===== src/rtl/reser_luma_sad.sv =====
// rtl/reser_luma_sad.sv - per-mode luma residuals, block SAD accumulation and best-mode selection
module reser_luma_sad #(
    parameter int  PIX_W  = 8,
    parameter int  NPIX   = 16,
    parameter int  LANES  = 4,
    parameter int  NMODES = 9,
    localparam int SAD_W  = PIX_W + $clog2(NPIX),
    localparam int MODE_W = (NMODES > 1) ? $clog2(NMODES) : 1,
    localparam int RES_W  = PIX_W + 1
) (
    input  logic                            clk,
    input  logic                            reset,
    input  logic                            flush,
    input  logic                            in_valid,
    output logic                            in_ready,
    input  logic [LANES*PIX_W-1:0]          mb,
    input  logic [NMODES*LANES*PIX_W-1:0]   pred,
    input  logic [NMODES-1:0]               mode_mask,
    output logic                            res_valid,
    input  logic                            res_ready,
    output logic [NMODES*LANES*RES_W-1:0]   res,
    output logic                            sad_valid,
    output logic [NMODES*SAD_W-1:0]         sad_all,
    output logic [MODE_W-1:0]               best_mode,
    output logic [SAD_W-1:0]                best_sad
);

    localparam int BEATS  = NPIX / LANES;
    localparam int BEAT_W = (BEATS > 1) ? $clog2(BEATS) : 1;

    typedef enum logic [1:0] {ACCUM, SELECT, DONE} state_t;

    state_t                        state_q, state_d;
    logic [BEAT_W-1:0]             beat_q;
    logic                          res_valid_q;
    logic [NMODES*LANES*RES_W-1:0] res_q, res_d;
    logic [SAD_W-1:0]              acc_q [NMODES];
    logic [SAD_W-1:0]              beat_sum [NMODES];
    logic [RES_W-1:0]              diff [NMODES][LANES];
    logic [RES_W-1:0]              mag [NMODES][LANES];
    logic [NMODES-1:0]             mask_q;
    logic [MODE_W-1:0]             sel_q, run_mode_q, best_mode_q, cand_mode;
    logic [SAD_W-1:0]              run_sad_q, best_sad_q, cur_sad, cand_sad;
    logic [NMODES*SAD_W-1:0]       sad_all_q;
    logic                          cur_en, accept, beat_first, beat_last, sel_last;

    assign in_ready   = (state_q == ACCUM) && (!res_valid_q || res_ready);
    assign accept     = in_valid && in_ready && !flush;
    assign beat_first = (beat_q == '0);
    assign beat_last  = (beat_q == BEAT_W'(BEATS - 1));
    assign sel_last   = (sel_q == MODE_W'(NMODES - 1));

    assign res_valid  = res_valid_q;
    assign res        = res_q;
    assign sad_valid  = (state_q == DONE);
    assign sad_all    = sad_all_q;
    assign best_mode  = best_mode_q;
    assign best_sad   = best_sad_q;

    // Zero-extend both operands by one bit so the difference never wraps.
    always_comb begin
        res_d = '0;
        for (int m = 0; m < NMODES; m++) begin
            beat_sum[m] = '0;
            for (int l = 0; l < LANES; l++) begin
                diff[m][l] = {1'b0, mb[l*PIX_W +: PIX_W]} - {1'b0, pred[(m*LANES+l)*PIX_W +: PIX_W]};
                mag[m][l]  = diff[m][l][PIX_W] ? ('0 - diff[m][l]) : diff[m][l];
                beat_sum[m] = beat_sum[m] + SAD_W'(mag[m][l]);
                res_d[(m*LANES+l)*RES_W +: RES_W] = diff[m][l];
            end
        end
    end

    always_comb begin
        cur_sad = '0;
        cur_en  = 1'b0;
        for (int m = 0; m < NMODES; m++) begin
            if (sel_q == MODE_W'(m)) begin
                cur_sad = acc_q[m];
                cur_en  = mask_q[m];
            end
        end
        cand_mode = run_mode_q;
        cand_sad  = run_sad_q;
        // Strict less-than keeps the lowest index on ties.
        if (cur_en && (cur_sad < run_sad_q)) begin
            cand_mode = sel_q;
            cand_sad  = cur_sad;
        end
    end

    always_comb begin
        state_d = state_q;
        case (state_q)
            ACCUM:   if (accept && beat_last) state_d = SELECT;
            SELECT:  if (sel_last) state_d = DONE;
            DONE:    state_d = ACCUM;
            default: state_d = ACCUM;
        endcase
        if (flush) state_d = ACCUM;
    end

    always_ff @(posedge clk or negedge reset) begin
        if (!reset) state_q <= ACCUM;
        else        state_q <= state_d;
    end

    always_ff @(posedge clk or negedge reset) begin
        if (!reset) begin
            beat_q      <= '0;
            res_valid_q <= 1'b0;
            res_q       <= '0;
            mask_q      <= '0;
            sel_q       <= '0;
            run_mode_q  <= '0;
            run_sad_q   <= '0;
            best_mode_q <= '0;
            best_sad_q  <= '0;
            sad_all_q   <= '0;
            for (int m = 0; m < NMODES; m++) acc_q[m] <= '0;
        end else if (flush) begin
            beat_q      <= '0;
            res_valid_q <= 1'b0;
        end else begin
            if (accept) begin
                res_q       <= res_d;
                res_valid_q <= 1'b1;
                beat_q      <= beat_last ? '0 : beat_q + BEAT_W'(1);
                if (beat_first) mask_q <= mode_mask;
                for (int m = 0; m < NMODES; m++)
                    acc_q[m] <= beat_first ? beat_sum[m] : acc_q[m] + beat_sum[m];
            end else if (res_ready) begin
                res_valid_q <= 1'b0;
            end
            // All-ones seed makes an empty mask fall out as mode 0 with max SAD.
            if (accept && beat_last) begin
                sel_q      <= '0;
                run_mode_q <= '0;
                run_sad_q  <= '1;
            end
            if (state_q == SELECT) begin
                sel_q      <= sel_q + MODE_W'(1);
                run_mode_q <= cand_mode;
                run_sad_q  <= cand_sad;
                if (sel_last) begin
                    best_mode_q <= cand_mode;
                    best_sad_q  <= cand_sad;
                    for (int m = 0; m < NMODES; m++) sad_all_q[m*SAD_W +: SAD_W] <= acc_q[m];
                end
            end
        end
    end

endmodule


===== config.mk =====
export PLATFORM = sky130hd
export DESIGN_NAME = reser_luma_sad
export DESIGN_NICKNAME = d
export VERILOG_FILES = /design/src/rtl/reser_luma_sad.sv
export SDC_FILE = /design/constraint.sdc
export NUM_CORES = 2
export LEC_CHECK = 0
export CAP_MARGIN = 20
export CORE_MARGIN = 10
export CORE_UTILIZATION = 45
export DETAILED_ROUTE_END_ITERATION = 7
export GPL_ROUTABILITY_DRIVEN = 1
export PLACE_DENSITY = 0.68
export REMOVE_ABC_BUFFERS = 1
export SYNTH_ARGS = -nofsm -noshare
export SYNTH_HDL_FRONTEND = slang
export SYNTH_SLANG_ARGS = --single-unit

===== constraint.sdc =====
create_clock -name clk -period 8.4 [get_ports clk]
set_input_delay 1.68 -clock clk [delete_from_list [all_inputs] [get_ports clk]]
set_output_delay 1.68 -clock clk [all_outputs]
set_load 0.005 [all_outputs]

==> impl_summary.txt <==
----------------------------------------------------
[Global routing]
  Antenna violations before repair ... 21
  Remaining Overflow, GRT ... 0
  First-pass GRT wire length ... 323 mm
  Maximum number of pins on one net before global-route repair ... 191
  Via count of the first global-routing pass ... 49400
  Overall track demand over capacity in global routing ... about a third

[Power and ir drop]
  Net switching power ... 17500 uW
  Areal power density over the cells ... about 530 nW/um2
  Switching share of total power ... about 50%
  Total power draw ... 35200 uW
  Internal power summed over all cells ... 17700 uW
  Power share of the sequential group ... 12.1%
  Clock network fraction of design power ... 10.2%
  Maximum vdd ir drop ... 518 uV
  Comb pwr share ... 77.7%
  Leakage component of the power ... between 0.03 and 0.04 uW

[CTS]
  Total clock buffers created by CTS ... between 70 and 80
  H-tree depth reported by CTS ... 3
  TritonCTS clock tree ... built
  Number of buffers added to fix hold violations after cts ... 0
  Post-CTS setup repair buffer count ... 0
  Clock Sinks ... 590
  Reg clk slew, reported paths ... 0.06 ns
  Clk_lat worst skew ... 0.67 ns
  Maximum root-to-sink buffer count ... 3
  Clock tree root driver cell ... sky130_fd_sc_hd__clkbuf_16
  Count of cells resized by post-cts repair ... 0

[Synthesis]
  Mapped Avg Cell Area ... 8.31 um2
  Most frequently used cell type in the post-synthesis netlist ... sky130_fd_sc_hd__nand2_1
  Cells taking the most area after synthesis ... sky130_fd_sc_hd__dfrtp_1 28%, sky130_fd_sc_hd__ha_1 13%, sky130_fd_sc_hd__fa_1 7.8%, sky130_fd_sc_hd__nand2_1 6.5%, sky130_fd_sc_hd__inv_1 5.4%
  Count of synthesis-stage warnings from yosys ... 0
  Leading area contributor after synthesis ... sky130_fd_sc_hd__dfrtp_1
  Syn Std Cell Area ... about 53000 um2
  Async set or reset register ratio after synthesis ... 100%
  Most numerous cell types in the synthesized netlist ... 924 x sky130_fd_sc_hd__nand2_1, 759 x sky130_fd_sc_hd__inv_1, 590 x sky130_fd_sc_hd__dfrtp_1, 539 x sky130_fd_sc_hd__ha_1, 500 x sky130_fd_sc_hd__o21ai_0
  Top flip-flop cell by instance count after synthesis ... sky130_fd_sc_hd__dfrtp_1
  Proportion of netlist area held by the largest area contributor ... 27.7%
  Count of flip-flops with a built-in enable after synthesis ... 0
  Share of synthesized area occupied by flip-flops and latches ... 27.7%
  Unique masters post-synth ... 70
  Number of storage elements in the synthesis netlist ... 590
  Post-synthesis instance total ... 6403

[Critical path]
  Critical path fanouts, max ... 6
  Most common cell on crit path ... sky130_fd_sc_hd__inv_1
  Number of cells on the worst reg-to-reg path ... 13
  Type of element capturing the critical path ... flop
  Req. time, crit path ... between 8 and 9 ns
  Critical Path Source Type ... input pin
  Critical path type ... in -> reg
  Cell with the largest stage delay on the worst path ... sky130_fd_sc_hd__fa_1
  Highest cell delay on the worst timing path ... 0.48 ns
  Arrival time of the worst setup path ... ~8.4 ns

[Placed design]
  Post-DP HPWL ... 176 mm
  Number of buffers added on ports ... 784
  Instance area at placement ... 64100 um2
  Place WS ... -0.116 ns
  Post-placement cell count ... 8756
  Placer Congestion ... 0.988

[Timing]
  Hold violation total from the final report ... 0
  Setup repair after global routing missed its margin ... false
  Fin Clk Skew ... 0.0218 ns
  Highest achievable clock rate ... 127 MHz
  Share of the cycle needed by the critical path after routing ... about 94%
  Min setup slack post-route ... around 0.52 ns
  Min Tclk post-route ... 7.88 ns
  Final total negative setup slack ... 0 ns
  Final max-slew violation count ... 0
  Transition time at the pin with the least slew margin ... 1.04 ns
  Setup Viol. Count Final ... 0
  Max_slew headroom ... 30.3%

[Routing]
  Number of vias in the routed layout ... between 50000 and 60000
  Detailed-route wire length ... 222 mm
  Drt via density ... 5.72
  Drt drc ... 0
  Total iterations of the first detailed-routing run ... 6
  Wire per inst ... about 25 um
  Post-route ant nets ... 0
  Starting DRC count in detailed routing ... 4841

[Final layout]
  Layout-stage area growth over the synthesis result ... 25.7%
  Fill cell count ... 10900
  Final Instance Area ... ~67000 um2
  Number of cells in the finished layout apart from fillers ... 8907
  Share of post-route cells with drive strength above 1 ... under 10%
  Number of nets in the final layout ... 8383

[Worst hold path]
  Class of the most critical hold timing path ... reg -> reg
  Number of cells traversed by the worst hold path ... 2

[Floorplanning]
  Count of standard-cell rows ... 126
  Boundary Pins ... 785
  Full die area ... roughly 130000 um2
  Height of the die ... 364 um
  Initial standard-cell utilization of the core ... 45.2%
  Core area ... approximately 120000 um2
  Horizontal die dimension ... 364 um

[Flow run]
  Total of max-cap violations ... 0

[Run status]
  Run status ... finished clean

----------------------------------------------------
-- per-stage QoR --
step | hold slack, ns | util, %
6_report | 0.472 | 56.8
3_5_place_dp | 0.462 | 54.5
3_3_place_gp | 0.459 | 54.5
2_1_floorplan | 0.437 | -
5_1_grt | 0.490 | 56.8
4_1_cts | 0.477 | 56.7
-- registers in the layout (all words and copies together), names as in the netlist --
register    count
mask_q          9
run_mode_q      4
res           324
res_valid       1
sel_q           4
best_sad       12
acc_q         108
run_sad_q      12
beat_q          2
state_q         2
sad_all       108
best_mode       4
-- worst max-delay path, delay by kind of cell --
kind            cells  cell delay, ns
fa+ha+maj           7            2.41
xor+xnor            2            0.39
mux                 1            0.31
simple gates        3            0.49
buf+inv             8            1.14
compound gates      9            1.92
-- final cells by class --
cell class	instances	area, um2	area share, %
timing repair buffer	1010	9760	14.6
tap	1536	1920	2.87
antenna	14	35.0	0.0524
clock inverter	30	462	0.690
clock buffer	103	2210	3.30
multi-input combinational	4865	34900	52.2
sequential	590	14800	22.1
inverter	759	2850	4.26
-- power by group through the flow --
stage	registers (uW)	logic, uW	clock network (uW)
after floorplan	3980	19000	0
after global placement	4260	26300	0
after detailed placement	4270	26800	0
after CTS	4230	27000	3650
after global routing	4310	30400	3760
final	4260	27400	3600
-- cells in the final DEF, fill, tap and decap left out, drive strengths merged, types with 26 or more instances in the layout --
cell,instances
ha,539
nand4,29
nand3b,26
dfrtp,590
xor2,236
o21ai,518
a211oi,82
o21a,78
nor2,450
nor2b,55
a41oi,26
clkbuf,106
nand2,924
fa,207
clkdlybuf4s50,771
nor4,30
or2,30
mux2i,63
nand3,145
o311ai,31
or4,28
and3,30
a31oi,59
mux2,45
o31ai,48
a21o,96
xnor2,259
buf,235
o21bai,30
nand2b,99
nor3,134
inv,759
o31a,30
a21oi,278
-- metal layers --
| metal | up-vias | routed length [um] | global-route usage [%] |
|---|---|---|---|
| li1 | 23700 | - | - |
| met3 | 486 | 20500 | 7.53 |
| met4 | 16 | 14000 | 17.8 |
| met5 | - | 95 | 0 |
| met1 | 24500 | 92200 | 42.7 |
| met2 | 2206 | 94900 | 48.8 |
-- logic make-up (layout without fill, tap and decap cells) --
| logic type | Yosys count | count (layout) | share of synthesized area, % |
|---|---|---|---|
| simple gates | 2054 | 2054 | 17.3 |
| compound gates | 1462 | 1462 | 17.4 |
| buf+inv | 948 | 1902 | 6.78 |
| fa+ha+maj | 746 | 746 | 20.5 |
| flops | 590 | 590 | 27.7 |
| xor+xnor | 495 | 495 | 8.15 |
| mux | 108 | 108 | 2.14 |
| other cells | 0 | 14 | 0 |
-- path summary, 6_finish.rpt --
check                              from      endpoint  slack, ns
setup / recovery                  mb[8]     acc_q[22]       0.52
hold / removal             sad_all[105]  sad_all[105]       0.47
setup reg to reg               sel_q[0]  run_sad_q[7]       2.93
hold reg to reg            sad_all[105]  sad_all[105]       0.47
max in group asynchronous         reset      res[206]       6.03
min in group asynchronous         reset   sad_all[13]       1.03
Power figures use the tool's default switching activity.
